===== config.mk =====
export PLATFORM = sky130hd
export DESIGN_NAME = mult_scheduler
export DESIGN_NICKNAME = d
export VERILOG_FILES = /design/src/rtl/mult_scheduler.sv
export SDC_FILE = /design/constraint.sdc
export NUM_CORES = 1
export LEC_CHECK = 0
export BUFFER_PORTS_ARGS = -buffer_cell sky130_fd_sc_hd__buf_2
export CAP_MARGIN = 10
export CORE_ASPECT_RATIO = 0.7
export CORE_MARGIN = 5
export CORE_UTILIZATION = 35
export CTS_CLUSTER_DIAMETER = 100
export DETAILED_ROUTE_END_ITERATION = 6
export PLACE_DENSITY = 0.64
export SETUP_SLACK_MARGIN = 0.02
export SYNTH_ARGS = -nofsm -noshare
export SYNTH_HDL_FRONTEND = slang
export SYNTH_SLANG_ARGS = --single-unit

===== constraint.sdc =====
create_clock -name clock -period 3.8 [get_ports clock]
set_input_delay 0.19 -clock clock [delete_from_list [all_inputs] [get_ports clock]]
set_output_delay 0.19 -clock clock [all_outputs]
set_load 0.01 [all_outputs]

===== src/rtl/mult_scheduler.sv =====
// rtl/mult_scheduler.sv - round-robin scheduler sharing one multiplier between two requesters
// Defining MULT_SCHED_TIMEOUT_EN bounds S_wait to TIMEOUT cycles and adds timeout_err.
module mult_scheduler #(
  parameter int L_word  = 4,
  parameter int TIMEOUT = 64
) (
  input  logic                  clock,
  input  logic                  reset,
  input  logic                  req0,
  input  logic                  req1,
  input  logic [L_word-1:0]     word1_0,
  input  logic [L_word-1:0]     word2_0,
  input  logic [L_word-1:0]     word1_1,
  input  logic [L_word-1:0]     word2_1,
  output logic                  done0,
  output logic                  done1,
  output logic [2*L_word-1:0]   product0,
  output logic [2*L_word-1:0]   product1,
  output logic                  busy,
  output logic [L_word-1:0]     mult_word1,
  output logic [L_word-1:0]     mult_word2,
  output logic                  mult_start,
`ifdef MULT_SCHED_TIMEOUT_EN
  output logic                  timeout_err,
`endif
  input  logic                  mult_ready,
  input  logic [2*L_word-1:0]   mult_product
);

  typedef enum logic [1:0] {S_idle, S_issue, S_wait, S_resp} state_t;

  state_t              state, state_nxt;
  logic                owner;
  logic                prio1;
  logic                pick;
  logic                grant;
  logic                capture;
  logic [2*L_word-1:0] cap_val;

`ifdef MULT_SCHED_TIMEOUT_EN
  localparam int CW = $clog2(TIMEOUT + 1);
  logic [CW-1:0] wait_cnt;
  logic          timed_out;
`endif

  always_comb begin
    state_nxt = state;
    pick      = (req0 && req1) ? prio1 : req1;
    cap_val   = mult_product;
    case (state)
      S_idle:  if ((req0 || req1) && mult_ready) state_nxt = S_issue;
      S_issue: state_nxt = S_wait;
      S_wait: begin
        if (mult_ready) begin
          state_nxt = S_resp;
        end
`ifdef MULT_SCHED_TIMEOUT_EN
        else if (wait_cnt == CW'(TIMEOUT - 1)) begin
          state_nxt = S_resp;
          cap_val   = '0;
        end
`endif
      end
      S_resp:  state_nxt = S_idle;
      default: state_nxt = S_idle;
    endcase
  end

  assign grant      = (state == S_idle) && (state_nxt == S_issue);
  assign capture    = (state == S_wait) && (state_nxt == S_resp);
  assign busy       = (state != S_idle);
  assign mult_start = (state == S_issue);
  assign done0      = (state == S_resp) && !owner;
  assign done1      = (state == S_resp) && owner;

  always_ff @(posedge clock or posedge reset) begin
    if (reset) begin
      state      <= S_idle;
      owner      <= 1'b0;
      prio1      <= 1'b0;
      mult_word1 <= '0;
      mult_word2 <= '0;
      product0   <= '0;
      product1   <= '0;
    end else begin
      state <= state_nxt;
      if (grant) begin
        owner      <= pick;
        prio1      <= ~pick;
        mult_word1 <= pick ? word1_1 : word1_0;
        mult_word2 <= pick ? word2_1 : word2_0;
      end
      // Only the owner's product is touched; the other keeps its last result.
      if (capture) begin
        if (owner) product1 <= cap_val;
        else       product0 <= cap_val;
      end
    end
  end

`ifdef MULT_SCHED_TIMEOUT_EN
  assign timeout_err = (state == S_resp) && timed_out;

  always_ff @(posedge clock or posedge reset) begin
    if (reset) begin
      wait_cnt  <= '0;
      timed_out <= 1'b0;
    end else begin
      if (state == S_issue) begin
        wait_cnt  <= '0;
        timed_out <= 1'b0;
      end else if (state == S_wait) begin
        wait_cnt <= wait_cnt + CW'(1);
        if (capture && !mult_ready) timed_out <= 1'b1;
      end
    end
  end
`endif

endmodule


==> results.tsv, run 1 <==
stage	metric	value	unit
status	status	finished, final reports clean	
synth	synthCells	97	
final_layout	final_util	47.5	%
power	p_per_area	760	mW/mm²
clock_tree	cts_max_level	1	
worst_hold_path	hold_path_class	input pin to flop	
floorplan	fp.dieH	60.0	µm
worst_setup_path	worstSetupPathType	flop to flop	
timing	hold_viol	0	
synth	avgSynthCellArea	12.9	µm²
place	dp_hpwl	2210	µm
clock_tree	cts_root_buffer	clkbuf_8	
routing	vias	918	
routing	detail_route.iter0.violations	14	
timing	max_freq	477	MHz
timing	final_max_slew_viol_count	0	
synth	synth_nets	130	
grt	grt_max_degree	29	
clock_tree	clock_latency	0.27	ns
routing	ant_nets	0	
floorplan	start_util	36.0	%
floorplan	dieArea	0.00488	mm²
routing	drcViolationCount	0	
place	port_buffers	56	
synth	yosys_warnings	0	
timing	finalSetupViolCount	0	
clock_tree	cts_sinks	28	
timing	slew_headroom	30.1	%
floorplan	core_area	0.00347	mm²
timing	fin_setup_tns	0	ns
flow_run	cap_violations	0	
clock_tree	cts_tree	done	
final_layout	drive_gt1_share	52.3	%
timing	timing.final.crit_share	55.2	%
grt	antenna_found_initial	0	
worst_setup_path	slowest_delay	0.49	ns
floorplan	row_count	18	
timing	fin_crit	2.10	ns
place	place.gp.congestion	0.814	
final_layout	n_antenna_cell	0	
grt	grt_overflow	0	
timing	rsz0062_at_grt	false	
worst_setup_path	crit_path_start_kind	flop	
clock_tree	clkTransAtPathRegs	0.09	ns
grt	grtUsageTotal	12.0	%
worst_setup_path	crit_fanout	8	
routing	firstDrtPassIters	4	
clock_tree	numCtsBuffers	3	
synth	synth_area	0.00125	mm²
synth	yosysSeqAreaShare	56.2	%
worst_setup_path	worstPathArrival	2.25	ns
clock_tree	clockBufferDepth	2	
floorplan	die_w	81.4	µm
routing	postRouteWirelength	2740	µm
timing	tightest_slew	1.04	ns
synth	synth.distinct_cells	18	
power	leakagePower	0.851	nW
clock_tree	cts_resized	0	
timing	skew	0.00447	ns
final_layout	final_nets	190	
final_layout	area_growth	32.1	%
worst_setup_path	crit_chain	inv_1, ha_1, o211ai_1, nor3b_4, mux2_2	
power	vdd_drop_max	0.000251	V
worst_setup_path	crit_slowest_cell	nor3b_4	
routing	via_per_inst	4.48	
grt	grt_pass1_wl	4420	µm
worst_setup_path	endpoint_kind	flop	
synth	yosys_register_bits	28	
floorplan	io_pins	57	
routing	wl_per_cell	13.4	µm
worst_setup_path	required	3.95	ns
grt	grt_pass1_vias	980	
final_layout	nFillCells	353	
## cell usage after synthesis (all sizes together)
master,instances,area share (%)
nor2,3,0.90
and2,1,0.50
a21oi,1,0.40
dfrtp,28,56
ha,4,4.0
o21ai,11,4.4
o211ai,1,0.60
nor3b,1,1.5
a211o,1,0.80
buf,3,1.7
and3,1,0.90
nor2b,1,0.50
nor3,1,1.3
nand2,10,3.0
mux2i,8,6.4
mux2,17,15
inv,5,1.5
## power breakdown
| part | switching (mW) | leakage (nW) | internal [mW] |
|---|---|---|---|
| combinational | 0.292 | 0.490 | 0.274 |
| sequential | 0.0840 | 0.339 | 0.447 |
| clock | 0.0833 | 0.0216 | 0.0710 |
| total | 0.460 | 0.851 | 0.792 |
## registers in the layout, indices dropped and copies added, names as in the netlist
name        count
mult_word1      4
mult_word2      4
owner           1
prio1           1
product0        8
product1        8
state           2
## placed cells by master, fill, tap and decap left out, types with 3 or more instances in the layout
cell,netlist,layout
buf_2,2,56
dfrtp_1,28,28
mux2_2,17,17
o21ai_0,11,10
nand2_1,10,10
mux2i_1,8,8
inv_1,5,5
ha_1,4,4
nor2_1,3,3
clkbuf_8,0,3
## through the flow
step	setup WS (ns)	hold slack [ns]	instances	cell area [µm²]	power, mW
after CTS	1.70	0.156	203	1610	1.27
after detailed placement	1.73	0.441	200	1570	1.11
final	1.70	0.164	205	1650	1.25
after global routing	1.61	0.152	205	1650	1.35
after floorplan	1.98	0.255	97	1250	0.888
after global placement	1.82	0.436	200	1570	1.07
## critical path, delay by kind of cell, from the launching register on
kind / cells / cell delay [ns]
multiplexers: 1 / 0.39
flip-flops: 1 / 0.42
AND/OR/NAND/NOR: 1 / 0.49
buffers and inverters: 1 / 0.12
adder cells (fa/ha/maj): 1 / 0.35
AO/OA/AOI/OAI: 1 / 0.20
## cell type report
class	count	area (µm²)	area share, %
sequential	28	701	42.5
tap	50	62.6	3.80
multi-input combinational	61	507	30.8
timing repair buffer	58	318	19.3
clock buffer	3	41.3	2.51
inverter	5	18.8	1.14
## worst paths after layout
check	from	endpoint	slack [ns]	depth (start not counted)
min in group asynchronous	reset	product1[2]$_DFFE_PP0P_	0.49	3
max	state[0]$_DFF_PP0_	product1[2]$_DFFE_PP0P_	1.70	5
max reg2reg	state[0]$_DFF_PP0_	product1[2]$_DFFE_PP0P_	1.70	5
min reg2reg	mult_word1[3]$_DFFE_PP0P_	mult_word1[3]$_DFFE_PP0P_	0.49	2
min	mult_product[5]	product1[5]$_DFFE_PP0P_	0.16	2
max in group asynchronous	reset	owner$_DFFE_PP0P_	2.85	4
## kinds of logic (layout without fill, tap and decap cells)
family | count (synthesis) | after routing | synth area share, %
AO/OA/AOI/OAI | 14 | 14 | 6.22
adder cells (fa/ha/maj) | 4 | 4 | 4.01
buffers and inverters | 8 | 66 | 3.21
flip-flops | 28 | 28 | 56.2
multiplexers | 25 | 25 | 21.8
AND/OR/NAND/NOR | 18 | 18 | 8.63
## layer usage
metal / GRT usage, % / routed length, µm
met1: 14.4 / 1190
met2: 21.1 / 1340
met3: 3.31 / 185
met4: 3.61 / 25
met5: 0 / 0
## what timing repair did
action                                  CTS  global route
hold buffers                              0             1
setup buffers                             0             0
endpoints found under the setup margin    0             0
endpoints found under the hold margin     0            11
No activity file was read; power rests on OpenSTA's default activity.
==> run 2, diff against run 1 <==
- ABC_AREA: unset -> 1
- PLACE_DENSITY: 0.64 -> 0.65
- clock period: 3.8 -> 1.9 ns (I/O delays scaled with it)
==> run 2 against run 1 <==
Compared with the run above:
- design area grew 5.5%
- flip-flop and latch count is the same
- maximum frequency grew 26%
- die area grew 8.0%
- power grew 110%
- via count grew 30%
- largest power group unchanged
==> results.tsv, run 2 <==
stage	metric	value	unit
status	status	finished, final reports clean	
timing	fin_crit	1.67	ns
synth	synth_common_cells	78 x nand2_1, 28 x dfrtp_1, 16 x nand4_1, 8 x nand3_1, 7 x inv_1	
synth	yosys_register_bits	28	
timing	holdWs	0.0818	ns
synth	synth.distinct_cells	18	
final_layout	finalNonFillerCells	270	
place	dp_hpwl	2500	µm
timing	fin_setup_tns	0	ns
worst_setup_path	cp_top_family	simple AND/OR/NAND/NOR gates	
worst_setup_path	crit_slowest_cell	dfrtp_1	
synth	synth_nets	194	
final_layout	n_antenna_cell	0	
worst_setup_path	crit_fanout	18	
routing	vias	1196	
place	placed_cells	265	
power	pwr-share-clk	13.9	%
routing	postRouteWirelength	3260	µm
floorplan	dieArea	0.00527	mm²
timing	slew_headroom	71.5	%
final_layout	final_common_cell	nand2_1	
worst_setup_path	slowest_delay	0.40	ns
worst_setup_path	required	2.07	ns
worst_setup_path	worstSetupPathType	flop to flop	
synth	yosys.cell_count.top_type	nand2_1	
clock_tree	numCtsBuffers	3	
timing	final_max_slew_viol_count	0	
timing	skew	0.00498	ns
final_layout	nFillCells	416	
clock_tree	cts_resized	0	
power	power_switching	1.13	mW
grt	grt_pass1_vias	1122	
routing	firstDrtPassIters	4	
clock_tree	cts_max_level	1	
routing	detail_route.iter0.violations	81	
timing	timing.final.crit_share	87.7	%
worst_setup_path	endpoint_kind	flop	
grt	grt_max_degree	29	
final_layout	design_area	0.00174	mm²
final_layout	multiInputGateArea	582	µm²
clock_tree	cts_root_buffer	clkbuf_8	
flow_run	cap_violations	0	
place	placement.cell_area	0.00167	mm²
floorplan	die_w	84.6	µm
synth	synthCells	161	
synth	yosysTopAreaCellShare	51.3	%
floorplan	start_util	35.4	%
grt	grt_pass1_wl	5480	µm
final_layout	mostFrequentLayoutCells	78 x nand2_1, 56 x buf_2, 28 x dfrtp_1	
synth	avgSynthCellArea	8.48	µm²
grt	grt_overflow	0	
clock_tree	clockBufferDepth	2	
synth	synth_largest_area_cell	dfrtp_1	
synth	ys.flop_type	dfrtp_1	
floorplan	core_area	0.00385	mm²
synth	yosysSeqAreaShare	51.3	%
final_layout	final_nets	252	
worst_setup_path	crit_top_cell	nand2_1	
timing	tightest_slew	0.428	ns
synth	async_flop_share	100	%
routing	ant_nets	0	
routing	via_per_inst	4.43	
final_layout	drive_gt1_share	33.0	%
grt	antenna_found_initial	0	
worst_hold_path	hold_path_class	input pin to flop	
floorplan	row_count	19	
timing	max_freq	600	MHz
floorplan	io_pins	57	
power	p_per_area	1510	mW/mm²
worst_setup_path	crit_chain	inv_1, ha_1, nand2_1, inv_2, nand3_2, nand2_1, nand2_1	
final_layout	area_growth	27.3	%
worst_setup_path	worstPathArrival	1.84	ns
floorplan	fp.dieH	62.3	µm
place	port_buffers	56	
power	power_frac_seq	39.3	%
power	p_sw_share	43.0	%
final_layout	reg.largest.list	product0 (8), product1 (8)	
worst_setup_path	crit_path_start_kind	flop	
timing	hold_viol	0	
clock_tree	clkTransAtPathRegs	0.10	ns
clock_tree	clock_latency	0.27	ns
power	p_total	2.63	mW
synth	synth_area	0.00137	mm²
synth	synth_top_cells_by_area	dfrtp_1 51%, nand2_1 21%, nand4_1 7.3%	
clock_tree	postCtsSetupBuffers	0	
clock_tree	hold_buffers	1	
final_layout	regArea	701	µm²
clock_tree	cts_tree	done	
synth	synth_edf_count	0	
synth	yosys_warnings	0	
power	vdd_drop_max	0.000563	V
routing	drcViolationCount	0	
clock_tree	cts_sinks	28	
power	intPower	1.50	mW
place	place.gp.congestion	0.755	
grt	grtUsageTotal	12.7	%
timing	finalSetupViolCount	0	
routing	wl_per_cell	12.1	µm
power	comb_power_share	46.9	%
timing	rsz0062_at_grt	false	
worst_setup_path	critPathBufInv	2	
power	leakagePower	1.03	nW
run 2: cell families after synthesis:
group                      synth area share (%)
and+or+nand+nor                            37.1
DFF                                        51.3
buffers and inverters                      6.05
adders and majority gates                  3.67
AOI/OAI and AO/OA                          1.83
run 2: worst reg2reg max path, cell delays in order, from the launching register on:
cell and delay (ns):
dfrtp_1 0.40, inv_1 0.11, ha_1 0.37, nand2_1 0.08, inv_2 0.23, nand3_2 0.22
nand2_1 0.12, nand2_1 0.05
run 2: worst paths after layout:
check	from	endpoint	slack, ns	depth (start not counted)
max	state[0]$_DFF_PP0_	product0[0]$_DFFE_PP0P_	0.23	7
min	mult_product[0]	product0[0]$_DFFE_PP0P_	0.08	3
max reg2reg	state[0]$_DFF_PP0_	product0[0]$_DFFE_PP0P_	0.23	7
min reg2reg	product0[5]$_DFFE_PP0P_	product0[5]$_DFFE_PP0P_	0.47	2
max in group asynchronous	reset	product1[1]$_DFFE_PP0P_	1.22	4
min in group asynchronous	reset	mult_word1[3]$_DFFE_PP0P_	0.42	4
run 2: layout make-up:
class | instances | share of cell area, %
Sequential cell | 28 | 40.3
Inverter | 10 | 2.16
Timing Repair Buffer | 58 | 17.1
Tap cell | 52 | 3.74
Multi-Input combinational cell | 118 | 33.5
Clock buffer | 4 | 3.17
run 2: power groups by stage:
stage	logic, mW	clock network [mW]	registers, mW
2_1_floorplan	0.791	0	1.12
3_3_place_gp	1.23	0	1.04
3_5_place_dp	1.25	0	1.05
4_1_cts	1.25	0.374	1.04
5_1_grt	1.42	0.400	1.08
6_report	1.23	0.365	1.03
run 2: per-layer routing:
metal	track usage (%)	share of wire (%)	up-vias
met5	0	0	-
met4	2.37	0.89	0
met3	3.70	4.9	2
met2	18.5	43	27
met1	18.8	51	533
li1	-	-	634
run 2: per-stage QoR:
step	utilization (%)	setup WS [ns]
2_1_floorplan	-	0.481
3_3_place_gp	43.4	0.307
3_5_place_dp	43.4	0.255
6_report	45.1	0.234
4_1_cts	45.1	0.238
5_1_grt	45.1	0.0873
==> run 3, diff against run 2 <==
- ABC_AREA: 1 -> unset
- CAP_MARGIN: 10 -> 20
- CORE_UTILIZATION: 35 -> 41
- PLACE_DENSITY: 0.65 -> 0.75
==> run 3 against run 2 <==
Compared with the run above:
- non-clock buffer count increased by 9
- wire length decreased by 10%
- combinational power increased by 7%
- die area decreased by 19%
- cell count decreased by 26%
- first-iteration DRC count decreased by 54%
- power increased by 8.4%
- via count decreased by 19%
- critical path depth decreased by 1
- sequential power about the same
- core utilization increased by 16 points
- global-route usage increased by 1.1 points
- critical path type unchanged
- largest power group unchanged
- highest routed layer unchanged
==> results.tsv, run 3 (synthesis gave the netlist of run 1 again) <==
stage	metric	value	unit
routing	ant_nets	0	
final_layout	final_nets	199	
timing	final_max_slew_viol_count	0	
floorplan	dieArea	0.00426	mm²
grt	grtUsageTotal	13.7	%
final_layout	multiInputGateArea	534	µm²
worst_setup_path	worstPathArrival	2.00	ns
worst_hold_path	hold_path_class	input pin to flop	
timing	max_freq	546	MHz
floorplan	row_count	16	
worst_setup_path	slowest_delay	0.40	ns
grt	grt_pass1_wl	4770	µm
routing	vias	963	
floorplan	core_area	0.00286	mm²
timing	skew	0.00471	ns
clock_tree	cts_root_buffer	clkbuf_8	
clock_tree	clkTransAtPathRegs	0.10	ns
worst_setup_path	crit_slowest_cell	dfrtp_1	
clock_tree	clock_latency	0.27	ns
final_layout	area_growth	40.7	%
worst_setup_path	reg2reg_depth	6	
floorplan	start_util	43.6	%
worst_hold_path	holdPathStages	2	
power	vdd_drop_max	0.000862	V
clock_tree	cts_max_level	1	
timing	fin_crit	1.83	ns
status	status	finished, final reports clean	
clock_tree	cts_tree	done	
worst_setup_path	worstSetupPathType	flop to flop	
final_layout	regArea	701	µm²
worst_setup_path	r2r-end	product1[6]$_DFFE_PP0P_	
worst_setup_path	crit_fanout	4	
routing	detail_route.iter0.violations	37	
timing	fin_setup_tns	0	ns
floorplan	die_w	75.9	µm
timing	tightest_slew	0.491	ns
worst_setup_path	rr_startpoint	state[1]$_DFF_PP0_	
grt	grt_max_degree	29	
power	leakagePower	0.917	nW
place	place.gp.congestion	0.748	
place	dp_hpwl	2160	µm
power	p_per_area	1620	mW/mm²
worst_hold_path	holdPathEnd	product1[7]$_DFFE_PP0P_	
final_layout	reg.largest.list	product0 (8), product1 (8)	
timing	rsz0062_at_grt	true	
timing	timing.final.crit_share	96.4	%
final_layout	nFillCells	242	
clock_tree	cts_sinks	28	
grt	grt_pass1_vias	986	
worst_setup_path	required	2.07	ns
routing	postRouteWirelength	2920	µm
worst_setup_path	crit_path_start_kind	flop	
worst_setup_path	endpoint_kind	flop	
grt	grt_overflow	0	
worst_hold_path	hold_path.startpoint	mult_product[7]	
final_layout	final_common_cell	buf_2	
routing	via_per_inst	4.79	
clock_tree	numCtsBuffers	3	
worst_setup_path	startpoint	state[1]$_DFF_PP0_	
floorplan	fp.dieH	56.2	µm
worst_setup_path	crit_chain	inv_2, ha_4, o211ai_1, nor3b_4, buf_6, mux2_2	
timing	finalSetupViolCount	0	
grt	antenna_found_initial	0	
routing	drcViolationCount	0	
routing	wl_per_cell	14.5	µm
worst_setup_path	cp_top_family	flip-flops	
clock_tree	clockBufferDepth	2	
timing	slew_headroom	67.1	%
flow_run	cap_violations	0	
floorplan	io_pins	57	
worst_setup_path	r2r_slack	0.07	ns
final_layout	drive_gt1_share	57.0	%
routing	firstDrtPassIters	4	
worst_setup_path	critPathBufInv	2	
place	port_buffers	56	
final_layout	n_antenna_cell	0	
final_layout	mostFrequentLayoutCells	56 x buf_2, 28 x dfrtp_1, 13 x mux2_2	
power	p_total	2.85	mW
timing	hold_viol	0	
run 3: area by class of cell:
cell class / instances / share of cell area (%)
flip-flops and latches: 28 / 39.9
multi-input cells: 61 / 30.4
clock inverters: 1 / 1.71
inverters: 5 / 1.07
well taps: 36 / 2.57
repair buffers: 67 / 22.0
clock buffers: 3 / 2.35
run 3: stage by stage:
step	hold WS [ns]	setup slack (ns)	area (µm²)	std cells	util [%]
floorplan	0.160	0.0828	1250	97	-
global placement	0.170	0.0706	1600	191	55.9
detailed placement	0.186	-0.0552	1600	191	55.9
CTS	0.0584	0.0239	1710	199	59.6
global route	0.0569	-0.0238	1760	201	61.3
finish	0.0634	0.0682	1760	201	61.3
run 3: per-layer routing:
| layer | share of wire (%) | vias up | GRT usage [%] |
|---|---|---|---|
| li1 | - | 467 | - |
| met1 | 43 | 461 | 17.7 |
| met2 | 50 | 29 | 22.1 |
| met3 | 4.6 | 6 | 3.40 |
| met4 | 2.6 | 0 | 5.58 |
| met5 | 0 | - | 0 |
run 3: power breakdown:
part           switching (mW)  internal (mW)  total, mW  leakage [nW]
clock                   0.187          0.282      0.469        0.0357
sequential              0.165          0.895       1.06         0.339
combinational           0.633          0.689       1.32         0.542
total                   0.985           1.87       2.85         0.917
run 3: timing repair:
item                                    in CTS  in global routing
pin swaps                                    1                  3
endpoints found under the setup margin       8                 16
resized for setup                            0                  9
hold endpoints to repair                    28                  0
hold buffers                                 1                  0
buffers inserted                             3                  2
run 3: how the worst max path moves through the flow:
stage                               to  slack, ns  cells past startpoint
2_1_floorplan  product1[0]$_DFFE_PP0P_       0.08                      5
3_3_place_gp   product1[7]$_DFFE_PP0P_       0.07                      5
3_5_place_dp   product1[6]$_DFFE_PP0P_      -0.06                      5
4_1_cts        product1[6]$_DFFE_PP0P_       0.02                      6
5_1_grt        product1[4]$_DFFE_PP0P_      -0.02                      6
6_report       product1[6]$_DFFE_PP0P_       0.07                      6
run 3: worst register-to-register path: cells and delay by family, from the launching register on:
| kind | cells | cell delay, ns |
|---|---|---|
| DFF | 1 | 0.40 |
| muxes | 1 | 0.34 |
| and+or+nand+nor | 1 | 0.30 |
| adders and majority gates | 1 | 0.26 |
| buffers and inverters | 2 | 0.23 |
| AOI/OAI and AO/OA | 1 | 0.20 |
